**config.mk**
```make
export PLATFORM = sky130hd
export DESIGN_NAME = bht_sram_ctrl_flat
export DESIGN_NICKNAME = d
export VERILOG_FILES = /design/src/rtl/bht_pkg.sv /design/src/rtl/bht_sram_ctrl_if.sv /design/src/rtl/bht_sram_ctrl.sv /design/src/flat_wrapper.sv
export SDC_FILE = /design/constraint.sdc
export NUM_CORES = 1
export LEC_CHECK = 0
export CAP_MARGIN = 10
export CORE_MARGIN = 4
export CORE_UTILIZATION = 40
export DETAILED_ROUTE_END_ITERATION = 6
export DONT_BUFFER_PORTS = 1
export GPL_ROUTABILITY_DRIVEN = 0
export RECOVER_POWER = 50
export SYNTH_ARGS = -nofsm -noshare
export SYNTH_HDL_FRONTEND = slang
export SYNTH_SLANG_ARGS = --single-unit
```
**constraint.sdc**
```tcl
create_clock -name clk -period 3.1 [get_ports clk]
set_input_delay 0.62 -clock clk [delete_from_list [all_inputs] [get_ports clk]]
set_output_delay 0.62 -clock clk [all_outputs]
set_load 0.005 [all_outputs]
```
**src/rtl/bht_pkg.sv**
```systemverilog
// Shared sizing, FSM encoding and counter arithmetic for the branch history table controller.
package bht_pkg;

    localparam int unsigned BHT_DEPTH = 64;
    localparam int unsigned IDX_W     = 6;
    localparam int unsigned CTR_W     = 2;

    typedef enum logic {
        StInit,
        StRun
    } bht_state_e;

    // 2-bit saturating counter step: taken moves toward 3, not-taken toward 0.
    function automatic logic [CTR_W-1:0] sat_update(input logic [CTR_W-1:0] ctr,
                                                    input logic             taken);
        if (taken) begin
            return (ctr == '1) ? ctr : ctr + CTR_W'(1);
        end
        return (ctr == '0) ? ctr : ctr - CTR_W'(1);
    endfunction

endpackage

```
**src/rtl/bht_sram_ctrl_if.sv**
```systemverilog
// Request/response bundle between branch predictor clients and the BHT SRAM controller.
interface bht_sram_ctrl_if;
    import bht_pkg::*;

    logic             lookup_valid;
    logic [IDX_W-1:0] lookup_idx;
    logic             lookup_ready;
    logic             resp_valid;
    logic [CTR_W-1:0] resp_counter;
    logic             upd_valid;
    logic [IDX_W-1:0] upd_idx;
    logic             upd_taken;
    logic             upd_ready;

    modport master (
        output lookup_valid, lookup_idx, upd_valid, upd_idx, upd_taken,
        input  lookup_ready, resp_valid, resp_counter, upd_ready
    );

    modport slave (
        input  lookup_valid, lookup_idx, upd_valid, upd_idx, upd_taken,
        output lookup_ready, resp_valid, resp_counter, upd_ready
    );

endinterface

```
**src/rtl/bht_sram_ctrl.sv**
```systemverilog
// BHT controller: sweeps the external 64x2 SRAM to INIT_VAL after reset, then serves lookups
// and read-modify-write training updates through one shared read port.
module bht_sram_ctrl
    import bht_pkg::*;
#(
    parameter logic [CTR_W-1:0] INIT_VAL = 2'b01
) (
    input  logic             clk,
    input  logic             rst_n,
    bht_sram_ctrl_if.slave   bus,
    output logic             init_done,
    output logic             sram_read_en,
    output logic [IDX_W-1:0] sram_read_addr,
    output logic             sram_write_en,
    output logic [IDX_W-1:0] sram_write_addr,
    output logic [CTR_W-1:0] sram_write_data,
    input  logic [CTR_W-1:0] sram_read_data
);

    bht_state_e       state_q, state_d;
    logic [IDX_W-1:0] sweep_q, sweep_d;
    logic             rr_upd_q, rr_upd_d;
    logic             resp_pend_q, resp_pend_d;
    logic             upd_pend_q, upd_pend_d;
    logic [IDX_W-1:0] upd_idx_q, upd_idx_d;
    logic             upd_taken_q, upd_taken_d;
    logic             fwd_hit_q, fwd_hit_d;
    logic [CTR_W-1:0] fwd_data_q, fwd_data_d;

    logic             grant_lkp, grant_upd;
    logic             rd_en, wr_en;
    logic [IDX_W-1:0] rd_addr, wr_addr;
    logic [CTR_W-1:0] wr_data, rd_data, new_ctr;

    // A read that collided with a write last cycle takes the written value, not SRAM RDW data.
    always_comb begin
        rd_data = fwd_hit_q ? fwd_data_q : sram_read_data;
        new_ctr = sat_update(rd_data, upd_taken_q);
    end

    always_comb begin
        state_d   = state_q;
        sweep_d   = sweep_q;
        rr_upd_d  = rr_upd_q;
        grant_lkp = 1'b0;
        grant_upd = 1'b0;
        rd_en     = 1'b0;
        rd_addr   = '0;
        wr_en     = 1'b0;
        wr_addr   = '0;
        wr_data   = '0;
        unique case (state_q)
            StInit: begin
                wr_en   = 1'b1;
                wr_addr = sweep_q;
                wr_data = INIT_VAL;
                sweep_d = sweep_q + IDX_W'(1);
                if (sweep_q == IDX_W'(BHT_DEPTH - 1)) begin
                    state_d = StRun;
                end
            end
            StRun: begin
                if (bus.lookup_valid && bus.upd_valid) begin
                    grant_lkp = !rr_upd_q;
                    grant_upd = rr_upd_q;
                    rr_upd_d  = !rr_upd_q;
                end else begin
                    grant_lkp = bus.lookup_valid;
                    grant_upd = bus.upd_valid;
                end
                rd_en   = grant_lkp || grant_upd;
                rd_addr = grant_upd ? bus.upd_idx : bus.lookup_idx;
                // Second stage of an update accepted last cycle.
                wr_en   = upd_pend_q;
                wr_addr = upd_idx_q;
                wr_data = new_ctr;
            end
            default: state_d = StInit;
        endcase
    end

    always_comb begin
        resp_pend_d = grant_lkp;
        upd_pend_d  = grant_upd;
        upd_idx_d   = grant_upd ? bus.upd_idx : upd_idx_q;
        upd_taken_d = grant_upd ? bus.upd_taken : upd_taken_q;
        fwd_hit_d   = rd_en && wr_en && (rd_addr == wr_addr);
        fwd_data_d  = wr_data;
    end

    always_ff @(posedge clk or negedge rst_n) begin
        if (!rst_n) begin
            state_q     <= StInit;
            sweep_q     <= '0;
            rr_upd_q    <= 1'b0;
            resp_pend_q <= 1'b0;
            upd_pend_q  <= 1'b0;
            upd_idx_q   <= '0;
            upd_taken_q <= 1'b0;
            fwd_hit_q   <= 1'b0;
            fwd_data_q  <= '0;
        end else begin
            state_q     <= state_d;
            sweep_q     <= sweep_d;
            rr_upd_q    <= rr_upd_d;
            resp_pend_q <= resp_pend_d;
            upd_pend_q  <= upd_pend_d;
            upd_idx_q   <= upd_idx_d;
            upd_taken_q <= upd_taken_d;
            fwd_hit_q   <= fwd_hit_d;
            fwd_data_q  <= fwd_data_d;
        end
    end

    assign bus.lookup_ready = grant_lkp;
    assign bus.upd_ready    = grant_upd;
    assign bus.resp_valid   = resp_pend_q;
    assign bus.resp_counter = resp_pend_q ? rd_data : '0;
    assign init_done        = (state_q == StRun);
    assign sram_read_en     = rd_en;
    assign sram_read_addr   = rd_addr;

    // The sweep write is decoded from the reset state, so hold it off while rst_n is low.
    always_comb begin
        sram_write_en   = wr_en;
        sram_write_addr = wr_addr;
        sram_write_data = wr_data;
        if (!rst_n) begin
            sram_write_en   = 1'b0;
            sram_write_addr = '0;
            sram_write_data = '0;
        end
    end

endmodule

```
**src/flat_wrapper.sv**
```systemverilog
// flat-port wrapper written by rule: the top's interface ports become plain ports
module bht_sram_ctrl_flat import bht_pkg::*;
#(
    parameter logic [CTR_W-1:0] INIT_VAL = 2'b01
)
  (clk, rst_n, init_done, sram_read_en, sram_read_addr, sram_write_en, sram_write_addr, sram_write_data, sram_read_data, bus_lookup_valid, bus_lookup_idx, bus_upd_valid, bus_upd_idx, bus_upd_taken, bus_lookup_ready, bus_resp_valid, bus_resp_counter, bus_upd_ready);
  bht_sram_ctrl_if bus_i ();
  input  logic clk;
  input  logic rst_n;
  output logic init_done;
  output logic sram_read_en;
  output logic [IDX_W-1:0] sram_read_addr;
  output logic sram_write_en;
  output logic [IDX_W-1:0] sram_write_addr;
  output logic [CTR_W-1:0] sram_write_data;
  input  logic [CTR_W-1:0] sram_read_data;
  input wire logic [$bits(bus_i.lookup_valid)-1:0] bus_lookup_valid;
  input wire logic [$bits(bus_i.lookup_idx)-1:0] bus_lookup_idx;
  input wire logic [$bits(bus_i.upd_valid)-1:0] bus_upd_valid;
  input wire logic [$bits(bus_i.upd_idx)-1:0] bus_upd_idx;
  input wire logic [$bits(bus_i.upd_taken)-1:0] bus_upd_taken;
  output wire logic [$bits(bus_i.lookup_ready)-1:0] bus_lookup_ready;
  output wire logic [$bits(bus_i.resp_valid)-1:0] bus_resp_valid;
  output wire logic [$bits(bus_i.resp_counter)-1:0] bus_resp_counter;
  output wire logic [$bits(bus_i.upd_ready)-1:0] bus_upd_ready;
  assign bus_i.lookup_valid = bus_lookup_valid;
  assign bus_i.lookup_idx = bus_lookup_idx;
  assign bus_i.upd_valid = bus_upd_valid;
  assign bus_i.upd_idx = bus_upd_idx;
  assign bus_i.upd_taken = bus_upd_taken;
  assign bus_lookup_ready = bus_i.lookup_ready;
  assign bus_resp_valid = bus_i.resp_valid;
  assign bus_resp_counter = bus_i.resp_counter;
  assign bus_upd_ready = bus_i.upd_ready;
  bht_sram_ctrl #(.INIT_VAL(INIT_VAL)) u_core (.clk(clk), .rst_n(rst_n), .bus(bus_i), .init_done(init_done), .sram_read_en(sram_read_en), .sram_read_addr(sram_read_addr), .sram_write_en(sram_write_en), .sram_write_addr(sram_write_addr), .sram_write_data(sram_write_data), .sram_read_data(sram_read_data));
endmodule
```
==> impl_metrics.env <==
export IMPL_ys_seq_elements=20
export IMPL_setup_viol=0
export IMPL_gr_usage_met1_pct=16.9
export IMPL_numCtsBuffers=3
export IMPL_syn_inst=117
export IMPL_outcome="finished, final reports clean"
export IMPL_grt_pass1_vias=907
export IMPL_clkPwrFrac_pct=29.0
export IMPL_critPathMaxFanout=4
export IMPL_cts_root_buf="clkbuf_4"
export IMPL_rsz0062_at_grt="no"
export IMPL_fin_worst_skew_ps=1.18
export IMPL_grt_max_degree=21
export IMPL_cts_htree_levels=1
export IMPL_die_x_um=62.2
export IMPL_clock_latency_ps=290
export IMPL_p_sw_mw=0.0928
export IMPL_hold_path_endpoint="u_core.upd_idx_q[1]"
export IMPL_die_area_um2=3870
export IMPL_path_clk_slew_ps=100
export IMPL_min_path_cells=2
export IMPL_fin_hold_ws_ps=429
export IMPL_ant_nets=0
export IMPL_die_h_um=62.2
export IMPL_r2r_end="u_core.fwd_hit_q"
export IMPL_reg2reg_slack_ps=1000
export IMPL_nets=141
export IMPL_port_buffers=0
export IMPL_diodes=0
export IMPL_finalHoldViolCount=0
export IMPL_ys_seq_area_share_pct=42.6
export IMPL_synthToLayoutAreaGrowth_pct=4.47
export IMPL_hold_start="bus_upd_idx[1]"
export IMPL_met3_usage_pct=4.50
export IMPL_most_common_layout_cells="dfrtp_1, nor2b_1, o21ai_0, mux2_2"
export IMPL_grt_usage_pct=14.0
export IMPL_min_path_type="in -> reg"
export IMPL_slew_viol_final=0
export IMPL_worst_pin_slew_ps=922
export IMPL_placedCellCount=146
export IMPL_viasPerCell=5.88
export IMPL_max_freq_mhz=442
export IMPL_fp_row_count=19
export IMPL_start_util_pct=42.3
export IMPL_reg2reg_depth=5
export IMPL_layout_commonest_cell="dfrtp_1"
export IMPL_arrival_ps=1640
export IMPL_coreArea_um2=2780
export IMPL_power_leakage_nw=0.535
export IMPL_clockBufferDepth=2
export IMPL_reg2reg_from="u_core.rr_upd_q"
export IMPL_drt_iter0_drc=38
export IMPL_yosysWarnings=0
export IMPL_stdcell_count=150
export IMPL_cpPeakStageDelay_ps=410
export IMPL_path_class="reg -> out"
export IMPL_clock_sinks=20
export IMPL_vdd_ir_drop_worst_mv=0.205
export IMPL_ios=41
export IMPL_end_kind="output port"
export IMPL_crit_buf_inv=0
export IMPL_cts_setup_buffers=0
export IMPL_cp_top_family="flip-flops"
export IMPL_slew_headroom_pct=38.3
export IMPL_met2_usage_pct=23.1
export IMPL_post_route_period_util_pct=73.0
export IMPL_busiest_layer="met2"
export IMPL_cp_required_ps=2480
export IMPL_totalWireLength_mm=2.69
export IMPL_syn_area_per_cell_um2=10.1
export IMPL_crit_cells=3
export IMPL_fin_crit_ps=2260
export IMPL_drive_above_1_share_pct=10.1
export IMPL_power_density_nw_per_um2=335
export IMPL_drv_cap=0
export IMPL_setup_tns_ps=0
export IMPL_dpl_cell_area_um2=1210
export IMPL_seq_power_share_pct=63.3
export IMPL_switching_share_pct=22.5
export IMPL_synth_area_um2=1180
export IMPL_startpoint_type="flop"
export IMPL_crit_slowest_cell="dfrtp_1"
export IMPL_drc=0
export IMPL_synth_nets=137
export IMPL_antenna_found_initial=0
export IMPL_combPwrFrac_pct=7.6
export IMPL_hpwl_mm=1.98
export IMPL_grt_overflow=0
export IMPL_cts_tree="done"
export IMPL_synth_distinct_cells=28
export IMPL_num_vias=882
export IMPL_avgRoutedWirePerCell_um=17.9
export IMPL_grt_pass1_wl_mm=4.35
export IMPL_finalInstanceArea_um2=1230
export IMPL_path_cells="mux2_1 -> maj3_1 -> and3_1"
export IMPL_p_int_mw=0.319
export IMPL_dr_pass1_iters=4
-- sequential cells by signal, indices dropped and copies added (netlist names) --
signal / cells
u_core.bus.resp_valid: 1
u_core.fwd_hit_q: 1
u_core.sweep_q: 6
u_core.fwd_data_q: 2
u_core.upd_idx_q: 6
u_core.upd_taken_q: 1
u_core.upd_pend_q: 1
u_core.init_done: 1
u_core.rr_upd_q: 1
-- metrics by stage --
step,power (mW),utilization (%),setup WS (ps)
detailed placement,0.292,43.4,1010
global placement,0.291,43.4,1030
CTS,0.419,44.6,850
global route,0.435,44.2,752
floorplan,0.291,-,1050
finish,0.412,44.2,837
-- power groups by stage --
stage          clock, mW  combinational, mW  sequential (mW)
2_1_floorplan          0             0.0247            0.266
3_3_place_gp           0             0.0248            0.266
3_5_place_dp           0             0.0261            0.266
4_1_cts            0.126             0.0324            0.261
5_1_grt            0.139             0.0351            0.261
6_report           0.120             0.0315            0.261
-- layer usage --
layer,share of wire (%),vias to the layer above
met5,0,-
met4,0.63,0
met3,6.5,2
met2,50,30
met1,43,434
li1,-,416
-- worst max-delay path by stage --
stage,start,endpoint,slack [ps]
final,u_core.fwd_hit_q,sram_write_data[1],840
after global routing,u_core.rr_upd_q,sram_read_addr[5],750
after CTS,u_core.fwd_hit_q,sram_write_data[1],850
after detailed placement,sram_read_data[0],sram_write_data[1],1010
after global placement,sram_read_data[1],sram_write_data[1],1030
after floorplan,sram_read_data[1],sram_write_data[1],1050
-- cells by family (layout without fill, tap and decap cells) --
group | count (synthesis) | after routing | share of synthesized area, %
AOI/OAI and AO/OA | 25 | 25 | 14.4
buffers and inverters | 7 | 9 | 2.87
adders and majority gates | 2 | 2 | 1.91
and+or+nand+nor | 42 | 42 | 20.3
DFF | 20 | 20 | 42.6
xor gates and xnor gates | 7 | 7 | 5.21
muxes | 14 | 14 | 12.8
-- cell type report --
class | count | area [um^2]
fillers | 272 | 1550
multi-input cells | 90 | 634
flip-flops and latches | 20 | 500
well taps | 31 | 38.8
clock buffers | 3 | 22.5
repair buffers | 3 | 21.3
inverters | 3 | 11.3
-- timing repair --
action,in CTS,in global routing
gates resized for setup,0,0
endpoints found under the hold margin,20,0
hold buffers,1,0
-- cells in the mapped netlist --
master	number	area (um^2)
o21ai_0	7	35.0
a21boi_1	2	15.0
o2111a_1	1	11.3
nor2_1	6	22.5
buf_1	1	3.75
a222oi_1	1	10.0
xor2_1	1	8.76
and2_1	4	25.0
ha_1	1	12.5
mux2i_1	6	60.1
inv_1	3	11.3
or3_1	5	31.3
clkbuf_1	2	7.51
nand2b_4	1	13.8
xnor2_1	6	52.6
buf_6	1	11.3
mux2_2	8	90.1
nor2b_1	8	50.1
dfrtp_1	20	500
a21boi_0	4	30.0
o21a_1	6	45.0
nand2_1	6	22.5
and3_1	6	37.5
a21oi_1	3	15.0
nand3_1	5	25.0
a22oi_1	1	7.51
maj3_1	1	10.0
and3_4	1	11.3
-- worst register-to-register path, cell delays in order (launching register included) --
cell	delay [ps]
dfrtp_1	410
nand2b_1	340
and3_1	310
or3_1	350
a222oi_1	420
o2111a_1	220
Power figures use the tool's default switching activity.
